File: src/rtl/display_pkg.sv
// Shared constants, scan states and helpers for the multiplexed BCD display driver.
package display_pkg;

  // Segment patterns in active-low form, bit order {g,f,e,d,c,b,a}.
  localparam logic [6:0] SEG_CERO    = 7'b1000000;
  localparam logic [6:0] SEG_UNO     = 7'b1111001;
  localparam logic [6:0] SEG_DOS     = 7'b0100100;
  localparam logic [6:0] SEG_TRES    = 7'b0110000;
  localparam logic [6:0] SEG_CUATRO  = 7'b0011001;
  localparam logic [6:0] SEG_CINCO   = 7'b0010010;
  localparam logic [6:0] SEG_SEIS    = 7'b0000010;
  localparam logic [6:0] SEG_SIETE   = 7'b1111000;
  localparam logic [6:0] SEG_OCHO    = 7'b0000000;
  localparam logic [6:0] SEG_NUEVE   = 7'b0010000;
  localparam logic [6:0] SEG_APAGADO = 7'b1111111;

  typedef enum logic [1:0] {
    APAGADO,
    GUARDA,
    MOSTRAR
  } estado_t;

  // Digit index width; a single-digit bank still needs one bit.
  function automatic int unsigned ancho_idx(input int unsigned n);
    return (n > 1) ? $clog2(n) : 1;
  endfunction

endpackage

File: src/rtl/bcd_a_segmentos.sv
// Combinational BCD to 7-segment decoder; codes above 9 blank the digit.
module bcd_a_segmentos
  import display_pkg::*;
#(
  parameter int unsigned ANODO_COMUN = 1
) (
  input  logic [3:0] bcd,
  output logic [6:0] seg_c
);

  logic [6:0] patron;

  always_comb begin
    patron = SEG_APAGADO;
    case (bcd)
      4'd0:    patron = SEG_CERO;
      4'd1:    patron = SEG_UNO;
      4'd2:    patron = SEG_DOS;
      4'd3:    patron = SEG_TRES;
      4'd4:    patron = SEG_CUATRO;
      4'd5:    patron = SEG_CINCO;
      4'd6:    patron = SEG_SEIS;
      4'd7:    patron = SEG_SIETE;
      4'd8:    patron = SEG_OCHO;
      4'd9:    patron = SEG_NUEVE;
      default: patron = SEG_APAGADO;
    endcase
    seg_c = (ANODO_COMUN != 0) ? patron : ~patron;
  end

endmodule

File: src/rtl/display_bcd_multiplexado.sv
// Time-multiplexed 7-segment driver: shadow register, refresh prescaler,
// guarded digit scan and leading-zero blanking.
module display_bcd_multiplexado
  import display_pkg::*;
#(
  parameter int unsigned NUM_DIGITOS  = 4,
  parameter int unsigned DIV_REFRESCO = 50000,
  parameter int unsigned ANODO_COMUN  = 1,
  parameter int unsigned BLANK_CEROS  = 1
) (
  input  logic                                    clk,
  input  logic                                    rst,
  input  logic                                    en,
  input  logic                                    load,
  input  logic [4*NUM_DIGITOS-1:0]                bcd_in,
  input  logic [NUM_DIGITOS-1:0]                  dp_in,
  output logic [6:0]                              seg,
  output logic                                    dp,
  output logic [NUM_DIGITOS-1:0]                  anodo,
  output logic [ancho_idx(NUM_DIGITOS)-1:0]       digito_activo,
  output logic                                    fin_barrido
);

  localparam int unsigned IW = ancho_idx(NUM_DIGITOS);
  localparam int unsigned CW = $clog2(DIV_REFRESCO);
  localparam logic [CW-1:0] CNT_MAX = CW'(DIV_REFRESCO - 1);
  localparam logic [IW-1:0] IDX_MAX = IW'(NUM_DIGITOS - 1);
  localparam logic INACT = (ANODO_COMUN != 0);
  localparam logic [6:0] SEG_INACT = {7{INACT}};
  localparam logic [NUM_DIGITOS-1:0] AN_INACT = {NUM_DIGITOS{INACT}};

  estado_t                  estado, estado_n;
  logic [IW-1:0]            idx_n;
  logic [CW-1:0]            cnt, cnt_n;
  logic [4*NUM_DIGITOS-1:0] bcd_sh;
  logic [NUM_DIGITOS-1:0]   dp_sh;
  logic [3:0]               digitos [NUM_DIGITOS];
  logic [NUM_DIGITOS-1:0]   blank;
  logic [NUM_DIGITOS:1]     ceros;
  logic [6:0]               seg_dec;
  logic                     tick;
  logic [6:0]               seg_n;
  logic                     dp_n;
  logic [NUM_DIGITOS-1:0]   anodo_n;
  logic                     fin_n;

  // A digit is a leading zero when it and every digit above it are zero.
  assign ceros[NUM_DIGITOS] = 1'b1;
  assign blank[0] = 1'b0;
  for (genvar g = 0; g < NUM_DIGITOS; g++) begin : g_dig
    assign digitos[g] = bcd_sh[4*g +: 4];
    if (g > 0) begin : g_blank
      assign ceros[g] = ceros[g+1] & (bcd_sh[4*g +: 4] == 4'd0);
      assign blank[g] = (BLANK_CEROS != 0) & ceros[g];
    end
  end

  bcd_a_segmentos #(
    .ANODO_COMUN(ANODO_COMUN)
  ) u_dec (
    .bcd  (digitos[idx_n]),
    .seg_c(seg_dec)
  );

  assign tick = (estado == MOSTRAR) && (cnt == CNT_MAX);

  // Next state, prescaler, index and the output values they imply.
  always_comb begin
    estado_n = estado;
    idx_n    = digito_activo;
    cnt_n    = cnt;
    seg_n    = SEG_INACT;
    dp_n     = INACT;
    anodo_n  = AN_INACT;
    fin_n    = 1'b0;

    case (estado)
      APAGADO: begin
        idx_n = '0;
        cnt_n = '0;
        if (en) estado_n = GUARDA;
      end
      GUARDA: begin
        cnt_n    = '0;
        estado_n = MOSTRAR;
      end
      MOSTRAR: begin
        if (tick) begin
          cnt_n    = '0;
          estado_n = GUARDA;
          idx_n    = (digito_activo == IDX_MAX) ? '0 : digito_activo + IW'(1);
          fin_n    = en && (digito_activo == IDX_MAX);
        end else begin
          cnt_n = cnt + CW'(1);
        end
      end
      default: estado_n = APAGADO;
    endcase

    if (!en) begin
      estado_n = APAGADO;
      idx_n    = '0;
      cnt_n    = '0;
    end

    if (estado_n == MOSTRAR) begin
      anodo_n = (NUM_DIGITOS'(1) << idx_n) ^ AN_INACT;
      seg_n   = blank[idx_n] ? SEG_INACT : seg_dec;
      dp_n    = dp_sh[idx_n] ^ INACT;
    end
  end

  always_ff @(posedge clk or posedge rst) begin
    if (rst) begin
      estado        <= APAGADO;
      cnt           <= '0;
      digito_activo <= '0;
      bcd_sh        <= '0;
      dp_sh         <= '0;
      seg           <= SEG_INACT;
      dp            <= INACT;
      anodo         <= AN_INACT;
      fin_barrido   <= 1'b0;
    end else begin
      estado        <= estado_n;
      cnt           <= cnt_n;
      digito_activo <= idx_n;
      seg           <= seg_n;
      dp            <= dp_n;
      anodo         <= anodo_n;
      fin_barrido   <= fin_n;
      if (load) begin
        bcd_sh <= bcd_in;
        dp_sh  <= dp_in;
      end
    end
  end

endmodule

File: config.mk
export PLATFORM = sky130hd
export DESIGN_NAME = display_bcd_multiplexado
export DESIGN_NICKNAME = d
export VERILOG_FILES = /design/src/rtl/display_pkg.sv /design/src/rtl/bcd_a_segmentos.sv /design/src/rtl/display_bcd_multiplexado.sv
export SDC_FILE = /design/constraint.sdc
export NUM_CORES = 1
export LEC_CHECK = 0
export BUFFER_PORTS_ARGS = -buffer_cell sky130_fd_sc_hd__buf_2
export CAP_MARGIN = 40
export CORE_ASPECT_RATIO = 1.5
export CORE_MARGIN = 1
export CORE_UTILIZATION = 40
export CTS_CLUSTER_SIZE = 28
export DETAILED_ROUTE_END_ITERATION = 16
export PLACE_DENSITY = 0.65
export REMOVE_ABC_BUFFERS = 1
export SETUP_SLACK_MARGIN = 0.2
export SLEW_MARGIN = 25
export SYNTH_ARGS = -nofsm -noshare
export SYNTH_HDL_FRONTEND = slang
export SYNTH_SLANG_ARGS = --single-unit
File: constraint.sdc
create_clock -name clk -period 5.6 [get_ports clk]
set_input_delay 0.56 -clock clk [delete_from_list [all_inputs] [get_ports clk]]
set_output_delay 0.56 -clock clk [all_outputs]
set_load 0.01 [all_outputs]
### After elaboration in Yosys (flattened, before gate mapping)

Memories as Yosys holds them, arrays and structs flattened.
Index checks and enable logic that the tools add are counted.

| operators by class | value |
|---|---|
| add/subtract/negate cells | 2 |
| order comparisons | 2 |
| eq/ne operators | 6 |
| shift-type cells | 1 |
| mux-type cells | 23 |
| bitwise logic cells | 5 |
| reduce and logical (&&, ||, !) cells | 7 |

Operators by type and width:

| cell | number |
|---|---|
| 16-bit two-way mux | 2 |
| 16-bit one-hot mux with 2 select lines | 1 |
| 16-bit by 1-bit adder with 16-bit output (second input constant) | 1 |
| 16-bit == test (second input constant) | 1 |
| 7-bit two-way mux | 2 |
| 4-bit zero test | 3 |
| 4-bit two-way mux | 3 |
| 2-bit two-way mux | 5 |
| 4-bit binary-select mux with 2-bit select | 1 |
| 2-bit == test (second input constant) | 3 |
| 2-bit one-hot mux with 3 select lines | 1 |
| 1-bit two-way mux | 5 |
| 1-bit binary-select mux with 2-bit select | 2 |
| 4-bit inverter | 1 |
| 2-bit one-hot mux with 2 select lines | 1 |
| 1-bit by 2-bit << shifter with 4-bit output (first input constant) | 1 |
| 3-bit >= comparator (second input constant) | 1 |
| 2-bit by 3-bit < comparator with 1-bit output (second input constant) | 1 |
| 3-bit by 2-bit inequality test with 1-bit output (second input constant) | 1 |
| 2-bit inverter with 3-bit output | 1 |
| 2-bit by 1-bit adder with 2-bit output (second input constant) | 1 |
| 1-bit AND | 2 |
| 2-bit by 1-bit == test with 1-bit output (second input constant) | 1 |
| 1-bit logical AND | 2 |
| other kinds (3) | 3 |

| storage, ports and cells | value |
|---|---|
| flip-flop bits (word level) | 53 |
| bits in read-only memories | 112 |
| bits of input ports | 24 |
| output and inout bits | 15 |
| word-level logic and storage cells | 56 |
| memories | 1 |

Memories:

| name | depth | width | read ports | clocked after Yosys merged registers in | write ports | line | source |
|---|---|---|---|---|---|---|---|
| (name not given) | 16 | 7 | 1 | 0 | 0 | bcd_a_segmentos.sv:15 | `case (bcd)` |

### Logic depth before layout (Yosys ltp)

An unclocked memory read counts as a cell.

| depth | value |
|---|---|
| word-level depth | 12 |
| gate-level depth with buffers | 11 |
| gate-level depth less buffers | 11 |

### Modules after synthesis

From an unflattened synthesis, not the netlist that was laid out.

| second synthesis, totals | value |
|---|---|
| cell total of the unflattened synthesis | 271 |
| area total of the unflattened synthesis | 2862.7 µm² |

By module, submodules not included:

| module | instances | cells each | area an instance (µm²) | seq. area each (µm²) |
|---|---|---|---|---|
| display_bcd_multiplexado | 1 | 240 | 2662.6 | 1341.3 |
| bcd_a_segmentos | 1 | 31 | 200.2 | 0.0 |

### Least setup slack after synthesis

Ideal clock, no wire load.

| timing path | value |
|---|---|
| path type | in2reg |
| from | input en |
| to | register seg[6] |
| setup time | 98 ps |
| data arrival time | 3031 ps |
| slack | 2471 ps |
| cell stages on the path | 11 |
| path buffers | 1 |
| path through | clkdlybuf4s15_1 > or4bb_2 > nor2_1 > a211oi_4 > inv_4 > mux2_4 > mux2i_4 > inv_2 > ha_1 > nor3_1 > a22oi_1 |

| on the way | value |
|---|---|
| word-level cells in the longest chain between the ends | 8 |

Ends and longest elaborated chain:

| item | line | source |
|---|---|---|
| start: declaration | display_bcd_multiplexado.sv:13 | `input logic en,` |
| 2-bit two-way mux (*) | display_bcd_multiplexado.sv:100 | `if (!en) begin` |
| via idx_n[0] | display_bcd_multiplexado.sv:33 | `logic [IW-1:0] idx_n;` |
| 2-bit inverter with 3-bit output (implied by the code) | display_bcd_multiplexado.sv:61 | `.bcd (digitos[idx_n]),` |
| 4-bit binary-select mux with 2-bit select | display_bcd_multiplexado.sv:61 |  |
| 4-bit two-way mux (implied by the code) (2 in series) | display_bcd_multiplexado.sv:61 |  |
| memory read 16 x 7 bit | n/a |  |
| 7-bit two-way mux (*) | display_bcd_multiplexado.sv:108 | `seg_n = blank[idx_n] ? SEG_INACT : seg_dec;` |
| 7-bit two-way mux (*) | display_bcd_multiplexado.sv:106 | `if (estado_n == MOSTRAR) begin` |
| via seg_n[6] | display_bcd_multiplexado.sv:42 | `logic [6:0] seg_n;` |
| end signal: assignment | display_bcd_multiplexado.sv:128 | `seg <= seg_n;` |
| end: declaration | display_bcd_multiplexado.sv:17 | `output logic [6:0] seg,` |

The timed path passes the listed nets; every way through them passes the cells marked *. The select of a mux whose other input is x is not followed.
A chain may end at the register's enable or synchronous reset.

### Final worst setup path

| timing path | value |
|---|---|
| from | register cnt[10] |
| to | register seg[6] |

| on the way | value |
|---|---|
| word-level cells in the longest chain between the ends | 12 |

Ends and longest elaborated chain:

| item | line | source |
|---|---|---|
| start: declaration | display_bcd_multiplexado.sv:34 | `logic [CW-1:0] cnt, cnt_n;` |
| start signal: assignment | display_bcd_multiplexado.sv:126 | `cnt <= cnt_n;` |
| 16-bit == test (*) | display_bcd_multiplexado.sv:65 | `assign tick = (estado == MOSTRAR) && (cnt == CNT_MAX);` |
| 1-bit logical AND (*) | display_bcd_multiplexado.sv:65 |  |
| 2-bit two-way mux (*) | display_bcd_multiplexado.sv:88 | `if (tick) begin` |
| 2-bit one-hot mux with 2 select lines (*) | display_bcd_multiplexado.sv:77 | `case (estado)` |
| 2-bit two-way mux (*) | display_bcd_multiplexado.sv:100 |  |
| via idx_n[0] | display_bcd_multiplexado.sv:33 |  |
| 2-bit inverter with 3-bit output (implied by the code) | display_bcd_multiplexado.sv:61 |  |
| 4-bit binary-select mux with 2-bit select | display_bcd_multiplexado.sv:61 |  |
| 4-bit two-way mux (implied by the code) (2 in series) | display_bcd_multiplexado.sv:61 |  |
| memory read 16 x 7 bit | n/a |  |
| 7-bit two-way mux (*) | display_bcd_multiplexado.sv:108 |  |
| 7-bit two-way mux (*) | display_bcd_multiplexado.sv:106 |  |
| via seg_n[6] | display_bcd_multiplexado.sv:42 |  |

Marked as above.

==> metrics.md <==
| Metric | Value |
|---|---|
| Outcome | `complete, no violations` |
| DP HPWL | `3660 µm` |
| GRT overflow | `0` |
| PnR worst setup slack | `2.28 ns` |
| CTS tree | `yes` |
| Critical-path cell list | `or4b_1, o41a_1, a211oi_4, inv_4, mux2_4, mux2i_4, inv_2, ha_1, nor3_1, a22oi_1` |
| Stages on the worst setup path | `10` |
| Period utilization | `59.4%` |
| Leakage power total | `1.27 nW` |
| DRC Markers | `0` |
| Worst path max stage delay | `0.53 ns` |
| # resized after CTS | `0` |
| Syn Inst Count | `225` |
| Vias in the first global route | `1857` |
| Synth area leaders | `dfrtp_1, dfstp_2, mux2_2` |
| Worst Hold Margin | `0.419 ns` |
| CTS Buf Count | `5` |
| Final net count | `293` |
| First-pass GRT wire length | `8560 µm` |
| Yosys top cell by area | `dfrtp_1` |
| Fin util | `48.0%` |
| Area Overhead vs Synth | `14.1%` |
| Cell class contributing the biggest share of worst-path delay | `compound AO/OA/AOI/OAI gates` |
| Total Wirelength | `4920 µm` |
| Post-CTS Hold Fix Bufs | `0` |
| Slew Limit Fails | `0` |
| CP max stage cell | `or4b_1` |
| Critical Path Start Type | `flop` |
| Setup TNS | `0 ns` |
| Post-CTS Setup Bufs | `0` |
| DR vias | `1876` |
| Hold Violations, Final | `0` |
| DRT antenna net count | `0` |
| FFs w/ async S/R, synth | `100%` |
| Clock latency at the later pin of the worst-skew pair | `0.31 ns` |
| RSZ-0062 raised after global routing | `no` |
| Worst endpoint data arrival time | `3.54 ns` |
| # clock sinks | `53` |
| Worst-path clk slew | `0.09 ns` |
| Antenna fix cells | `0` |
| Post-synth top cells | `dfrtp_1, mux2_2, nor2_1` |
| Die H | `101 µm` |
| Die width | `68.0 µm` |
| Crit path kind | `flop to flop` |
| Crit. End Element | `flop` |
| Initial antenna violation count | `0` |
| CTS max path bufs | `2` |
| Routed length per instance | `14.4 µm` |
| Largest net degree at the start of global routing | `54` |
| Buf+Inv Stages, Crit Path | `2` |
| Pre-CTS setup slack | `2.28 ns` |
| Syn_area_per_cell | `11.6 µm²` |
| Max-Cap Viols | `0` |
| Distinct cells, synth | `51` |
| Fin crit period | `3.32 ns` |
| Worst-Margin Slew | `0.643 ns` |
| Top_reg_cell synth | `dfrtp_1` |
| # rows | `35` |
| Critical Path RT | `5.82 ns` |
| EDFF count, synth | `0` |
| Yosys warning count | `0` |
| Vias/cell | `5.50` |
| Overall routing resource usage | `16.7%` |
| I/O Pins | `39` |
| Final setup vio count | `0` |
| Skew final | `0.00536 ns` |
| Seq/Total Area, Yosys | `51.3%` |
| F_max | `0.301 GHz` |
| Top-count cell post-synth | `dfrtp_1` |
| Worst-path fanout max | `9` |
| Mapped Area | `2620 µm²` |
| Die area | `6870 µm²` |
| GPL Wtd Cong | `0.801` |
| Port buffer count | `38` |
| Starting DRT DRC Count | `72` |
| Hold crit path type | `primary input to asynchronous set/reset pin` |
| Power per cell area | `259 nW/µm²` |
| CTS Root Cell | `clkbuf_8` |
| IR drop worst, VDD | `0.189 mV` |
| Core Region | `6220 µm²` |
| Starting Density | `42.1%` |
| Layout cells sized above 1 | `36.3%` |
| Max transition margin | `57.2%` |
| Worst r2r path cells | `10` |
| Htree depth | `2` |
| Top cell type's share of synthesized area | `39.2%` |
| Number of detailed-route iterations in the first pass | `4` |
| Number of synthesized register bits | `53` |
-- kinds of logic (layout without fill, tap and decap cells) --
kind of cell               after synthesis  count (layout)  synth area share, %
DFF                                     53              53                 51.3
AOI/OAI and AO/OA                       29              29                 7.85
adders and majority gates                3               3                 1.44
and+or+nand+nor                         82              82                 17.1
xor gates and xnor gates                11              11                 3.68
muxes                                   36              36                 16.6
buffers and inverters                   11              53                 2.06
-- state kept, by name, indices dropped and copies added (netlist names) --
name and flops:
digito_activo 2, seg 7, fin_barrido 1, cnt 16
estado 2, dp_sh 4, bcd_sh 16, anodo 4
dp 1
-- per-stage QoR --
step                      area, µm²  power, W  std cells
final                          2980  0.000771        341
after global routing           2980  0.000810        341
after global placement         2880  0.000525        333
after CTS                      2980  0.000783        341
after detailed placement       2880  0.000527        333
after floorplan                2590  0.000493        220
-- cell usage in the layout, fill, tap and decap left out, types with 3 or more instances in the layout --
master     n
ha_1       3
xnor2_1    5
nand4_1    5
nor4_1     4
clkbuf_8   5
and3_1     3
a21oi_1    5
nand2_1   13
mux2i_1    7
mux2i_2    3
dfrtp_1   41
dfstp_2   12
inv_1      3
nor2_1    21
xor2_1     6
mux2_2    23
buf_2     38
nor3_1     5
o21ai_0   10
nand3_1   13
-- report_power, final --
part / total, W / switching, W / internal, W
combinational: 0.0000936 / 0.0000500 / 0.0000436
clock: 0.000253 / 0.000120 / 0.000133
sequential: 0.000425 / 0.0000158 / 0.000409
-- routing by layer --
layer  wire [µm]  global-route usage (%)  up-vias
met5           0                       0        -
li1            -                       -      899
met3         148                    2.94       10
met1        2070                    20.2      922
met4         111                    8.17        0
met2        2580                    27.7       45
-- cell type report --
cell class                      count  area, µm²
Clock buffer                        6       72.6
Clock inverter                      2       35.0
Fill cell                         584       3230
Inverter                            6       25.0
Multi-Input combinational cell    161       1220
Sequential cell                    53       1340
Tap cell                           74       92.6
Timing Repair Buffer               39        198
-- worst paths after layout --
kind | startpoint | end | slack [ns]
worst max-delay path | cnt[10]$_DFFE_PP0P_ | seg[6]$_DFF_PP1_ | 2.28
worst min-delay path | rst | cnt[5]$_DFFE_PP0P_ | 0.42
worst max register to register | cnt[10]$_DFFE_PP0P_ | seg[6]$_DFF_PP1_ | 2.28
worst min register to register | dp_sh[0]$_DFFE_PP0P_ | dp_sh[0]$_DFFE_PP0P_ | 0.51
max in group asynchronous | rst | digito_activo[1]$_DFF_PP0_ | 4.76
min in group clk | bcd_in[3] | bcd_sh[3]$_DFFE_PP0P_ | 0.47
-- tightest hold or removal path, cell delays in order --
cell	delay [ns]
buf_2	0.10
inv_2	0.03
buf_4	0.52
Note: power is estimated with default switching activity, not from simulation.
